==> src/rtl/muldiv_sequencer_if.sv <==
// Handshake bundle between the instruction decoder and the multiply/divide
// engine: launch controls, operands, HI/LO read request and the results.
interface muldiv_sequencer_if #(
  parameter int WIDTH = 32
);
  logic             start;
  logic             op_div;
  logic             op_signed;
  logic [WIDTH-1:0] a;
  logic [WIDTH-1:0] b;
  logic             hilo_rd;
  logic             busy;
  logic             done;
  logic             stall;
  logic [WIDTH-1:0] hi;
  logic [WIDTH-1:0] lo;

  modport master (
    output start, op_div, op_signed, a, b, hilo_rd,
    input  busy, done, stall, hi, lo
  );

  modport slave (
    input  start, op_div, op_signed, a, b, hilo_rd,
    output busy, done, stall, hi, lo
  );
endinterface

==> src/rtl/muldiv_sequencer.sv <==
// Iterative multiply/divide engine owning the HI/LO pair.
// Radix-2 shift-add multiply or restoring divide, one bit per clock.
// Optional feature macro: MULDIV_SIGNED_EN adds signed operation via operand
// magnitudes plus a one-cycle sign-fix state (FIX).
//
// state  | meaning
// IDLE   | waiting for start; HI/LO hold the last result
// MUL    | shift-add iterations, cnt counts 0..WIDTH-1
// DIV    | restoring-divide iterations, cnt counts 0..WIDTH-1
// FIX    | (signed build only) apply result signs, then write HI/LO
module muldiv_sequencer #(
  parameter int WIDTH = 32,
  parameter int CNT_W = 6
) (
  input  logic                clk,
  input  logic                rst_n,
  muldiv_sequencer_if.slave   bus
);

  typedef enum logic [1:0] {
    S_IDLE = 2'd0,
    S_MUL  = 2'd1,
`ifdef MULDIV_SIGNED_EN
    S_DIV  = 2'd2,
    S_FIX  = 2'd3
`else
    S_DIV  = 2'd2
`endif
  } state_t;

  state_t           r_state;
  state_t           w_state_nxt;
  logic [CNT_W-1:0] r_cnt;
  // r_x: accumulator (mul) / remainder (div)
  // r_y: multiplier shifting out, product low (mul) / dividend shifting into quotient (div)
  // r_z: multiplicand (mul) / divisor (div)
  logic [WIDTH-1:0] r_x, r_y, r_z;
  logic [WIDTH-1:0] r_hi, r_lo;
  logic             r_done;

  logic             w_accept, w_finish, w_last;
  logic [WIDTH:0]   w_add, w_rem_sh, w_trial;
  logic [WIDTH-1:0] w_step_x, w_step_y;
  logic [WIDTH-1:0] w_res_hi, w_res_lo;
  logic [WIDTH-1:0] w_ld_y, w_ld_z;

`ifdef MULDIV_SIGNED_EN
  logic             r_sgn, r_a_neg, r_b_neg, r_op_div;
  logic             w_a_neg, w_b_neg;
  logic [WIDTH-1:0] w_a_mag, w_b_mag;
  logic [2*WIDTH-1:0] w_prod;

  // Signed launch works on magnitudes; signs are reapplied in FIX.
  always_comb begin
    w_a_neg = bus.op_signed & bus.a[WIDTH-1];
    w_b_neg = bus.op_signed & bus.b[WIDTH-1];
    w_a_mag = w_a_neg ? (WIDTH'(0) - bus.a) : bus.a;
    w_b_mag = w_b_neg ? (WIDTH'(0) - bus.b) : bus.b;
    w_prod  = {r_x, r_y};
  end
`endif

  // Operand routing at launch and one iteration of either datapath.
  always_comb begin
`ifdef MULDIV_SIGNED_EN
    w_ld_y = bus.op_div ? w_a_mag : w_b_mag;
    w_ld_z = bus.op_div ? w_b_mag : w_a_mag;
`else
    w_ld_y = bus.op_div ? bus.a : bus.b;
    w_ld_z = bus.op_div ? bus.b : bus.a;
`endif
    w_last   = (r_cnt == CNT_W'(WIDTH - 1));
    w_add    = {1'b0, r_x} + (r_y[0] ? {1'b0, r_z} : {(WIDTH+1){1'b0}});
    // remainder stays below the divisor, so WIDTH+1 bits carry the sign
    w_rem_sh = {r_x, r_y[WIDTH-1]};
    w_trial  = w_rem_sh - {1'b0, r_z};
    if (r_state == S_DIV) begin
      w_step_x = w_trial[WIDTH] ? w_rem_sh[WIDTH-1:0] : w_trial[WIDTH-1:0];
      w_step_y = {r_y[WIDTH-2:0], ~w_trial[WIDTH]};
    end else begin
      w_step_x = w_add[WIDTH:1];
      w_step_y = {w_add[0], r_y[WIDTH-1:1]};
    end
    w_res_hi = w_step_x;
    w_res_lo = w_step_y;
`ifdef MULDIV_SIGNED_EN
    if (r_state == S_FIX) begin
      if (r_op_div) begin
        w_res_lo = (r_a_neg ^ r_b_neg) ? (WIDTH'(0) - r_y) : r_y;
        w_res_hi = r_a_neg ? (WIDTH'(0) - r_x) : r_x;
      end else if (r_a_neg ^ r_b_neg) begin
        {w_res_hi, w_res_lo} = (2*WIDTH)'(0) - w_prod;
      end else begin
        {w_res_hi, w_res_lo} = w_prod;
      end
    end
`endif
  end

  // Next-state and sequencing strobes.
  always_comb begin
    w_state_nxt = r_state;
    w_accept    = 1'b0;
    w_finish    = 1'b0;
    case (r_state)
      S_IDLE: begin
        if (bus.start) begin
          w_accept    = 1'b1;
          w_state_nxt = bus.op_div ? S_DIV : S_MUL;
        end
      end
      S_MUL, S_DIV: begin
        if (w_last) begin
`ifdef MULDIV_SIGNED_EN
          if (r_sgn) begin
            w_state_nxt = S_FIX;
          end else begin
            w_finish    = 1'b1;
            w_state_nxt = S_IDLE;
          end
`else
          w_finish    = 1'b1;
          w_state_nxt = S_IDLE;
`endif
        end
      end
`ifdef MULDIV_SIGNED_EN
      S_FIX: begin
        w_finish    = 1'b1;
        w_state_nxt = S_IDLE;
      end
`endif
      default: w_state_nxt = S_IDLE;
    endcase
  end

  // State register.
  always_ff @(posedge clk or negedge rst_n) begin
    if (!rst_n) r_state <= S_IDLE;
    else        r_state <= w_state_nxt;
  end

  // Datapath, iteration counter and HI/LO result registers.
  always_ff @(posedge clk or negedge rst_n) begin
    if (!rst_n) begin
      r_cnt  <= '0;
      r_x    <= '0;
      r_y    <= '0;
      r_z    <= '0;
      r_hi   <= '0;
      r_lo   <= '0;
      r_done <= 1'b0;
    end else begin
      r_done <= w_finish;
      if (w_accept) begin
        r_cnt <= '0;
        r_x   <= '0;
        r_y   <= w_ld_y;
        r_z   <= w_ld_z;
      end else if (r_state == S_MUL || r_state == S_DIV) begin
        r_cnt <= r_cnt + CNT_W'(1);
        r_x   <= w_step_x;
        r_y   <= w_step_y;
      end
      if (w_finish) begin
        r_hi <= w_res_hi;
        r_lo <= w_res_lo;
      end
    end
  end

`ifdef MULDIV_SIGNED_EN
  // Sign bookkeeping captured at launch.
  always_ff @(posedge clk or negedge rst_n) begin
    if (!rst_n) begin
      r_sgn    <= 1'b0;
      r_a_neg  <= 1'b0;
      r_b_neg  <= 1'b0;
      r_op_div <= 1'b0;
    end else if (w_accept) begin
      r_sgn    <= bus.op_signed;
      r_a_neg  <= w_a_neg;
      r_b_neg  <= w_b_neg;
      r_op_div <= bus.op_div;
    end
  end
`endif

  assign bus.busy  = (r_state != S_IDLE);
  assign bus.done  = r_done;
  assign bus.hi    = r_hi;
  assign bus.lo    = r_lo;
  assign bus.stall = bus.hilo_rd & (bus.busy | bus.start);

endmodule
==> src/flat_wrapper.sv <==
// flat-port wrapper written by rule: the top's interface ports become plain ports
module muldiv_sequencer_flat 
#(
  parameter int WIDTH = 32,
  parameter int CNT_W = 6
)
  (clk, rst_n, bus_start, bus_op_div, bus_op_signed, bus_a, bus_b, bus_hilo_rd, bus_busy, bus_done, bus_stall, bus_hi, bus_lo);
  muldiv_sequencer_if #(.WIDTH(WIDTH)) bus_i ();
  input  logic clk;
  input  logic rst_n;
  input wire logic [$bits(bus_i.start)-1:0] bus_start;
  input wire logic [$bits(bus_i.op_div)-1:0] bus_op_div;
  input wire logic [$bits(bus_i.op_signed)-1:0] bus_op_signed;
  input wire logic [$bits(bus_i.a)-1:0] bus_a;
  input wire logic [$bits(bus_i.b)-1:0] bus_b;
  input wire logic [$bits(bus_i.hilo_rd)-1:0] bus_hilo_rd;
  output wire logic [$bits(bus_i.busy)-1:0] bus_busy;
  output wire logic [$bits(bus_i.done)-1:0] bus_done;
  output wire logic [$bits(bus_i.stall)-1:0] bus_stall;
  output wire logic [$bits(bus_i.hi)-1:0] bus_hi;
  output wire logic [$bits(bus_i.lo)-1:0] bus_lo;
  assign bus_i.start = bus_start;
  assign bus_i.op_div = bus_op_div;
  assign bus_i.op_signed = bus_op_signed;
  assign bus_i.a = bus_a;
  assign bus_i.b = bus_b;
  assign bus_i.hilo_rd = bus_hilo_rd;
  assign bus_busy = bus_i.busy;
  assign bus_done = bus_i.done;
  assign bus_stall = bus_i.stall;
  assign bus_hi = bus_i.hi;
  assign bus_lo = bus_i.lo;
  muldiv_sequencer #(.WIDTH(WIDTH), .CNT_W(CNT_W)) u_core (.clk(clk), .rst_n(rst_n), .bus(bus_i));
endmodule
==> config.mk <==
export PLATFORM = sky130hd
export DESIGN_NAME = muldiv_sequencer_flat
export DESIGN_NICKNAME = d
export VERILOG_FILES = /design/src/rtl/muldiv_sequencer_if.sv /design/src/rtl/muldiv_sequencer.sv /design/src/flat_wrapper.sv
export SDC_FILE = /design/constraint.sdc
export NUM_CORES = 1
export LEC_CHECK = 0
export ABC_AREA = 1
export CORE_ASPECT_RATIO = 0.9
export CORE_MARGIN = 3
export CORE_UTILIZATION = 40
export DETAILED_ROUTE_END_ITERATION = 7
export PLACE_DENSITY = 0.6
export SYNTH_ARGS = -nofsm -noshare
export SYNTH_HDL_FRONTEND = slang
export SYNTH_SLANG_ARGS = --single-unit
==> constraint.sdc <==
create_clock -name clk -period 4 [get_ports clk]
set_input_delay 0.8 -clock clk [delete_from_list [all_inputs] [get_ports clk]]
set_output_delay 0.8 -clock clk [all_outputs]
set_load 0.01 [all_outputs]
==> reports/summary.txt <==
share of post-route cells with drive strength above 1 = 4.01%
placed insts = 2555
fraction of registers with async set/reset = 100%
vias in the first global route = 12700
Primary FF master, synth = dfrtp_1
EDFF count, synth = 0
slowest CP cell = dfrtp_1
crit end category = register
LEAKAGE = 8.25 nW
synthesized area per cell = 6.32 µm²
Max Cap Viol = 0
switching part of the total power = 53.8%
hold_ws = 0.304 ns
Worst-Margin Slew = 0.905 ns
clk buf depth = 2
Pint = 5.42 mW
Starting Density = 40.7%
crit start category = register
Psw = 6.31 mW
DRT Wirelength = 45600 µm
status = complete, no violations
Pre-Repair DR Iteration Count = 5
DR top layer = met4
largest net degree at the start of global routing = 80
Worst path most repeated cell = nand2_1
DRT antenna net count = 0
Inserted Clock Buffers = 17
Worst VDD drop = 0.648 mV
clock skew = 0.0144 ns
leading area contributor after synthesis = dfrtp_1
worst endpoint required time = 4.39 ns
CP Launch Point = u_core.r_y[0]
largest cells by area after synthesis = dfrtp_1 (32%), nand2_1 (22%), inv_1 (8.9%), o21ai_0 (6.7%), ha_1 (6.4%)
# IOs = 137
r2r worst-path depth = 16
setup TNS = 0 ns
flop2flop setup slack = 0.77 ns
CTS tree = yes
Mapped Nets = 2201
Crit Path Max Fanout = 14
RSZ-0062 raised after global routing = no
clk slew on worst S/H paths = 0.08 ns
clk sinks = 169
H-tree depth = 4
gr usage total = 26.5%
Tcrit/Tclk final = 80.9%
Final Hold Fails = 0
share of the yosys chip area belonging to registers = 32.4%
Cell Area, Synth = 13000 µm²
met2 routed wirelength = 20300 µm
critical path arrival = 3.62 ns
Clk pwr share = 14.9%
Logic pwr share = 62.9%
Setup CP Type = reg -> reg
FF+latch count, synth = 169
clk root buf = clkbuf_16
CP Cell Sequence = buf_4 > buf_4 > nand2_1 > inv_1 > ha_1 > nand2_1 > nor2_1 > nand4_1 > or2_2 > nand3_1 > nand2_1 > nand2_1 > nand2_1 > nand2_1 > nand2_1 > nand2_1
Post-CTS Resized = 0
detailed router's first-iteration violation count = 1077
commonest non-fill, non-tap cell in the layout = nand2_1
slowest stage delay, CP = 0.57 ns
wire per inst = 17.6 µm
detailed placement HPWL = 35600 µm
HP Class = in -> async
setup violators final = 0
Worst R2R Start = u_core.r_y[0]
Tmin final = 3.23 ns
sequential power share = 22.2%
cts hold-fix bufs = 0
Final Wtd Congestion = 0.944
Port Buffer Count = 135
Warnings, synthesis = 0
Post-Syn Instances = 2062
worst rel slew slack = 39.7%
wire length of the first global-routing pass = 72000 µm
PwrDens = 765 nW/µm²
Die Ht = 177 µm
Skew-Pair Late Insertion Delay = 0.45 ns
post-synthesis cell type count = 41
Slew Viols, Final = 0
Post-CTS Repair Setup Buffers = 0
area post-placement = 14700 µm²
most frequent cells in the layout = nand2_1 (767), inv_1 (306), o21ai_0 (174)
via-per-instance ratio = 5.16
Final Non-Filler Cells = 2587
Worst R2R End = u_core.bus.hi[31]
area grow syn2layout = 17.5%
Design Area, Final = 15300 µm²
Filler Cell Count = 3366
Yosys top cell area share = 32.4%
Design Power = 11.7 mW
Die W = 196 µm
WL met3 = 2120 µm
antenna violations before repair = 0
via count = 13300
Metal-1 WL = 22200 µm
Nets = 2297
count of standard-cell rows = 62
GRT overflow = 0
ant diodes = 0
Largest delay share family, worst path = simple AND/OR/NAND/NOR gates
core area = 32000 µm²
CP Buf/Inv Count = 3
# DRC = 0
Fmax = 309 MHz
Total Die Area = 34800 µm²
[power groups by stage]
| stage | Sequential [mW] | Combinational [mW] | Clock [mW] |
|---|---|---|---|
| final | 2.60 | 7.38 | 1.74 |
| after global routing | 2.66 | 8.39 | 1.84 |
| after CTS | 2.60 | 7.35 | 1.78 |
| after detailed placement | 2.63 | 7.31 | 0 |
| after global placement | 2.62 | 7.25 | 0 |
| after floorplan | 2.47 | 5.37 | 0 |
[state kept, by name (all words and copies together) (netlist names)]
name             flops
u_core.r_z          32
u_core.bus.done      1
u_core.r_cnt         6
u_core.r_state       2
u_core.r_y          32
u_core.bus.hi       32
u_core.bus.lo       32
u_core.r_x          32
[logic make-up after synthesis]
kind of cell,count (synthesis),share of synthesized area (%)
DFF,169,32.4
AOI/OAI and AO/OA,359,15.0
adders and majority gates,69,6.74
xor gates and xnor gates,16,1.07
buffers and inverters,386,11.7
and+or+nand+nor,1063,33.1
[stage by stage]
stage	worst slack, ns	utilization [%]
6_report	0.765	47.8
5_1_grt	0.481	47.8
4_1_cts	0.742	47.8
3_5_place_dp	0.776	45.9
3_3_place_gp	0.796	45.9
2_1_floorplan	1.55	-
[cell usage after synthesis, types with 6 or more instances]
library cell and instances:
ha_1 67, o21ai_0 174, inv_1 308, dfrtp_1 169, buf_6 6, nand2_2 12
nand3_1 119, buf_1 6, nand3b_1 8, nor3_1 10, o22ai_1 18, xor2_1 14
nand2_1 767, clkbuf_1 56, o21a_1 6, a21oi_1 114, nand4_1 12, a21o_1 8
o211ai_1 9, nor2_1 112, a22oi_1 17
[worst max-delay path by stage]
stage | end | cells past startpoint
detailed placement | u_core.bus.hi[29] | 15
finish | u_core.bus.hi[31] | 16
global placement | u_core.bus.hi[29] | 15
floorplan | u_core.bus.hi[13] | 14
CTS | u_core.bus.hi[29] | 15
global route | u_core.bus.hi[29] | 14
[cell type report]
| class | count | area [µm²] | share of cell area [%] |
|---|---|---|---|
| clock inverters | 15 | 180 | 1.18 |
| inverters | 311 | 1170 | 7.62 |
| repair buffers | 152 | 1490 | 9.71 |
| well taps | 416 | 520 | 3.40 |
| clock buffers | 17 | 425 | 2.78 |
| multi-input cells | 1507 | 7310 | 47.7 |
| flip-flops and latches | 169 | 4230 | 27.6 |
[metal layers]
metal | vias to the layer above | GRT usage (%)
li1 | 6717 | -
met1 | 6193 | 38.5
met2 | 373 | 42.2
met3 | 61 | 2.65
met4 | 0 | 7.31
met5 | - | 0
Power figures use the tool's default switching activity.
